### config.mk
export PLATFORM = sky130hd
export DESIGN_NAME = pipe_skid_stage
export DESIGN_NICKNAME = d
export VERILOG_FILES = /design/src/rtl/pipe_skid_stage_pkg.sv /design/src/rtl/pipe_skid_stage_sat_counter.sv /design/src/rtl/pipe_skid_stage.sv
export SDC_FILE = /design/constraint.sdc
export NUM_CORES = 1
export LEC_CHECK = 0
export BUFFER_PORTS_ARGS = -buffer_cell sky130_fd_sc_hd__buf_2
export CAP_MARGIN = 25
export CORE_MARGIN = 10
export CORE_UTILIZATION = 30
export DETAILED_ROUTE_END_ITERATION = 16
export PLACE_DENSITY = 0.55
export SLEW_MARGIN = 10
export SYNTH_ARGS = -nofsm -noshare
export SYNTH_HDL_FRONTEND = slang
export SYNTH_SLANG_ARGS = --single-unit
### constraint.sdc
create_clock -name clk -period 3.1 [get_ports clk]
set_input_delay 0.31 -clock clk [delete_from_list [all_inputs] [get_ports clk]]
set_output_delay 0.31 -clock clk [all_outputs]
set_load 0.005 [all_outputs]
### src/rtl/pipe_skid_stage_pkg.sv
// Shared definitions for the valid/ready pipeline stage: state encoding and default widths.
package pipe_skid_stage_pkg;

  localparam int DATA_W_DEF      = 128;
  localparam int STALL_CNT_W_DEF = 16;

  typedef enum logic [1:0] {
    ST_EMPTY = 2'd0,
    ST_ONE   = 2'd1,
    ST_FULL  = 2'd2
  } skid_state_e;

endpackage

### src/rtl/pipe_skid_stage_sat_counter.sv
// Saturating up-counter with enable and synchronous clear; clear wins over enable.
// Reusable for any performance counter that must never wrap.
module sat_counter #(
  parameter int W = 16
) (
  input  logic         clk,
  input  logic         rstn,
  input  logic         clr_i,
  input  logic         en_i,
  output logic [W-1:0] cnt_o
);

  logic [W-1:0] cnt_q, cnt_d;

  always_comb begin
    cnt_d = cnt_q;
    if (clr_i) begin
      cnt_d = '0;
    end else if (en_i && (cnt_q != {W{1'b1}})) begin
      cnt_d = cnt_q + W'(1);
    end
  end

  always_ff @(posedge clk or negedge rstn) begin
    if (!rstn) begin
      cnt_q <= '0;
    end else begin
      cnt_q <= cnt_d;
    end
  end

  assign cnt_o = cnt_q;

endmodule

### src/rtl/pipe_skid_stage.sv
// Two-entry skid-buffered pipeline register with registered in_ready, flush and stall counter.
module pipe_skid_stage
  import pipe_skid_stage_pkg::*;
#(
  parameter int DATA_W         = DATA_W_DEF,
  parameter bit CLEAR_ON_FLUSH = 1'b1,
  parameter int STALL_CNT_W    = STALL_CNT_W_DEF
) (
  input  logic                   clk,
  input  logic                   rstn,
  input  logic                   flush,
  input  logic                   in_valid,
  output logic                   in_ready,
  input  logic [DATA_W-1:0]      in_data,
  output logic                   out_valid,
  input  logic                   out_ready,
  output logic [DATA_W-1:0]      out_data,
  output logic [1:0]             occupancy,
  input  logic                   clr_stats,
  output logic [STALL_CNT_W-1:0] stall_cycles
);

  skid_state_e       state_q, state_d;
  logic [DATA_W-1:0] main_q, main_d;
  logic [DATA_W-1:0] skid_q, skid_d;
  logic              in_ready_q, in_ready_d;
  logic              in_fire, out_fire;

  assign out_valid = (state_q != ST_EMPTY);
  assign in_fire   = in_valid & in_ready_q;
  assign out_fire  = out_valid & out_ready;

  always_comb begin
    state_d = state_q;
    main_d  = main_q;
    skid_d  = skid_q;
    if (flush) begin
      state_d = ST_EMPTY;
      if (CLEAR_ON_FLUSH) begin
        main_d = '0;
        skid_d = '0;
      end
    end else begin
      unique case (state_q)
        ST_EMPTY: begin
          if (in_fire) begin
            state_d = ST_ONE;
            main_d  = in_data;
          end
        end
        ST_ONE: begin
          if (in_fire && out_fire) begin
            main_d = in_data;
          end else if (in_fire) begin
            state_d = ST_FULL;
            skid_d  = in_data;
          end else if (out_fire) begin
            state_d = ST_EMPTY;
          end
        end
        ST_FULL: begin
          // in_ready is low here, so only the drain side can move
          if (out_fire) begin
            state_d = ST_ONE;
            main_d  = skid_q;
          end
        end
        default: state_d = ST_EMPTY;
      endcase
    end
    in_ready_d = (state_d != ST_FULL);
  end

  always_ff @(posedge clk or negedge rstn) begin
    if (!rstn) begin
      state_q    <= ST_EMPTY;
      main_q     <= '0;
      skid_q     <= '0;
      in_ready_q <= 1'b1;
    end else begin
      state_q    <= state_d;
      main_q     <= main_d;
      skid_q     <= skid_d;
      in_ready_q <= in_ready_d;
    end
  end

  assign in_ready  = in_ready_q;
  assign out_data  = main_q;
  assign occupancy = state_q;

  sat_counter #(
    .W(STALL_CNT_W)
  ) u_stall_cnt (
    .clk  (clk),
    .rstn (rstn),
    .clr_i(clr_stats),
    .en_i (out_valid & ~out_ready),
    .cnt_o(stall_cycles)
  );

endmodule
==> key figures <==
Global routing
  – Largest net degree at the start of global routing: ~150
  – First-pass GRT wire length: ~57000 um
  – GRT Util Overall: 0.149
  – Vias in the first global route: 9514
  – GR Overflow Total: 0
  – Antenna violations before repair: 1

Setup path
  – Slowest cell on crit path: buf_12
  – CP endpoint kind: flop
  – Slowest stage delay, CP: 0.48 ns
  – Number of buffers and inverters on the critical path: 1
  – Crit path kind: flop to flop
  – Kind of cell adding the most delay to the critical path: compound AO/OA/AOI/OAI gates
  – Critical Path RT: ~3.5 ns
  – CP startpoint kind: flop
  – Crit-path cells: nor2b_1 > a221oi_4 > buf_12 > nand2_1 > o31ai_1
  – Crit path DAT: 2.55 ns
  – Crit path max fanout: 150

Synth
  – Mapped Cells: around 970
  – Most used DFF post-synth: dfrtp_1
  – Count of different cell masters after synthesis: 43
  – Ys async rst share: 1.00
  – Synth Register Bits: roughly 280
  – Yosys Warn Count: 0
  – Synthesized cell area: 11800 um^2
  – Post-Synthesis Net Count: around 1100
  – Sequential cell area fraction in the yosys report: 0.582
  – Post-synth EDFFs: 0
  – Avg Cell Area, Syn: between 10 and 15 um^2

Pwr
  – Power Density: roughly 580 nW/um^2
  – Leakage: about 8.4 nW
  – Maximum vdd drop: ~0.28 mV

STA
  – Fin crit share: 0.689
  – Post-layout min period: around 2.1 ns
  – Hold Violations, Final: 0
  – TNS Setup: 0 ns
  – Final Skew: about 0.018 ns
  – # setup viols final: 0
  – Unrepaired setup endpoints after global routing: no
  – Worst-Margin Slew: between 0.9 and 1 ns
  – Worst slew margin: 0.334
  – Fmax: about 470 MHz
  – Max-slew violations: 0

Detailed routing
  – Drt drc: 0
  – Met2 wire len: ~17000 um
  – DR iter-0 viols: ~840
  – Vias per cell: about 5.0
  – Remaining antenna violation count after routing: 0
  – Met3 wire len: ~2500 um
  – 1st-pass router iterations: 5
  – Vias: 9295
  – Highest Signal Layer: met4
  – Met1 WL: approximately 17000 um
  – Drt wl/cell: between 15 and 20 um
  – Final WL: roughly 37000 um

Layout
  – Final instance area: around 16000 um^2
  – Final Util: 0.410
  – Area growth syn-to-layout: 34.6%
  – Layout cells sized above 1: 0.284
  – Nets: between 1000 and 1500

Place
  – I/O Buffers: roughly 280
  – Detailed Place HPWL: around 23000 um
  – Placement Cell Area: between 10000 and 15000 um^2
  – Gpl congestion: 0.769

CTS
  – CTS tree: done
  – H-tree depth: 2
  – Clock transition at path regs: roughly 0.060 ns
  – Worst-Skew Late Latency: 0.53 ns
  – CTS Root Cell: clkbuf_16
  – Resized cells post-CTS: 0
  – Clock buffer depth: 3
  – Inserted Clock Buffers: 34
  – CTS sink count: between 200 and 300

Die
  – Die ar.: approximately 48000 um^2
  – Std cell rows: a little over 70
  – Core area: between 30000 and 40000 um^2
  – Top Ports: between 200 and 300
  – Die W: approximately 220 um
  – Die height: ~220 um
  – Starting density of the core: 0.304

Outcome
  – Outcome: complete, no violations

Hold path
  – Hold Crit Class: input pin to flop

Flow run
  – Maxcap violations: 0
## power breakdown
part	switching [mW]	leakage (nW)	internal, mW	total (mW)
clock	1.59	0.606	2.67	4.27
sequential	0.113	3.70	3.79	3.90
combinational	0.561	4.11	0.434	0.995
## Yosys cell counts (2+ instances only)
library cell,instances,area [um^2]
buf_2,65,325
mux2i_1,129,1290
nor2_1,11,41.3
and4_1,3,26.3
and3_1,4,25.0
dfrtp_1,274,6860
a2111oi_2,2,30.0
buf_1,2,7.51
or4_1,3,22.5
inv_1,3,11.3
nor2b_1,9,56.3
or3_1,2,12.5
nand2b_1,5,31.3
nand2_1,133,499
nand3_1,5,25.0
o21ai_0,2,10.0
a21oi_1,8,40.0
mux2_2,6,67.6
o31ai_1,130,976
clkbuf_1,21,78.8
mux2_1,2,22.5
nor3_1,2,10.0
a22o_1,128,1120
a211oi_1,4,30.0
## worst reg2reg max path, stage by stage, from the launching register on
cell,delay (ns)
dfrtp_1,0.46
nor2b_1,0.23
a221oi_4,0.41
buf_12,0.48
nand2_1,0.33
o31ai_1,0.10
## per-layer routing
| layer | vias up | GRT usage |
|---|---|---|
| met1 | 4669 | 0.207 |
| li1 | 4302 | - |
| met5 | - | 0 |
| met4 | 0 | 0.0396 |
| met3 | 48 | 0.0438 |
| met2 | 276 | 0.222 |
## final cells by class
| type | count | area, um^2 |
|---|---|---|
| diodes | 2 | 5.00 |
| clock buffers | 49 | 1080 |
| clock inverters | 12 | 140 |
| fillers | 3690 | 22900 |
| inverters | 3 | 11.3 |
| multi-input cells | 605 | 4530 |
| flip-flops and latches | 275 | 6880 |
| well taps | 518 | 648 |
| repair buffers | 395 | 2610 |
## timing repair
| item | in CTS | in global routing |
|---|---|---|
| setup buffers | 0 | 0 |
| endpoints found under the hold margin | 172 | 0 |
| hold buffers | 92 | 0 |
## cell usage in the layout, fill, tap and decap left out, drive strengths merged, types with 2 or more instances in the layout
| cell type | Yosys | routed |
|---|---|---|
| diode | 0 | 2 |
| inv | 3 | 3 |
| mux2 | 8 | 8 |
| and4 | 3 | 3 |
| o21ai | 2 | 2 |
| or3 | 2 | 2 |
| nand4 | 3 | 3 |
| nand2b | 5 | 5 |
| or4 | 3 | 3 |
| o31ai | 130 | 130 |
| a211oi | 4 | 4 |
| clkbuf | 21 | 49 |
| a2111oi | 2 | 2 |
| clkinv | 0 | 7 |
| mux2i | 129 | 129 |
| a21oi | 8 | 8 |
| a22o | 128 | 128 |
| and3 | 4 | 4 |
| dlygate4sd3 | 0 | 92 |
| dfrtp | 274 | 274 |
| nor2 | 11 | 11 |
| nand3 | 5 | 5 |
| nand2 | 133 | 133 |
| bufinv | 0 | 3 |
| nor3 | 2 | 2 |
| nor2b | 9 | 9 |
| buf | 68 | 303 |
| clkinvlp | 0 | 2 |
## flip-flops by register name, indices dropped and copies added, names as in the netlist
signal,count
in_ready,1
out_data,128
occupancy,2
skid_q,128
u_stall_cnt.cnt_o,16
## stage by stage
stage	hold WS [ns]	cells	total power, mW	setup WS (ns)
after floorplan	0.0144	972	4.36	1.16
after global placement	0.408	1704	4.87	1.06
after detailed placement	0.412	1704	4.88	1.04
after CTS	0.000297	1857	9.33	1.02
after global routing	0.00543	1857	9.59	0.883
final	0.0341	1859	9.16	0.964
## path summary, 6_finish.rpt
kind                         startpoint            end  slack, ns  cells after the start
min                         in_data[70]     skid_q[70]       0.03                      2
min in group asynchronous          rstn     skid_q[65]       0.40                      2
max                        occupancy[1]  out_data[124]       0.96                      5
max reg2reg                occupancy[1]  out_data[124]       0.96                      5
max in group asynchronous          rstn    skid_q[111]       1.64                      3
min reg2reg                out_data[60]   out_data[60]       0.47                      2
## kinds of logic (layout without fill, tap and decap cells)
family / Yosys count / in the layout / synth area share
AO/OA/AOI/OAI: 280 / 280 / 0.192
AND/OR/NAND/NOR: 186 / 186 / 0.0706
flip-flops: 275 / 275 / 0.582
multiplexers: 137 / 137 / 0.117
XOR/XNOR: 1 / 1 / 0.000741
adder cells (fa/ha/maj): 1 / 1 / 0.00106
buffers and inverters: 92 / 459 / 0.0364
other: 0 / 2 / 0
No activity file was read; power rests on OpenSTA's default activity.
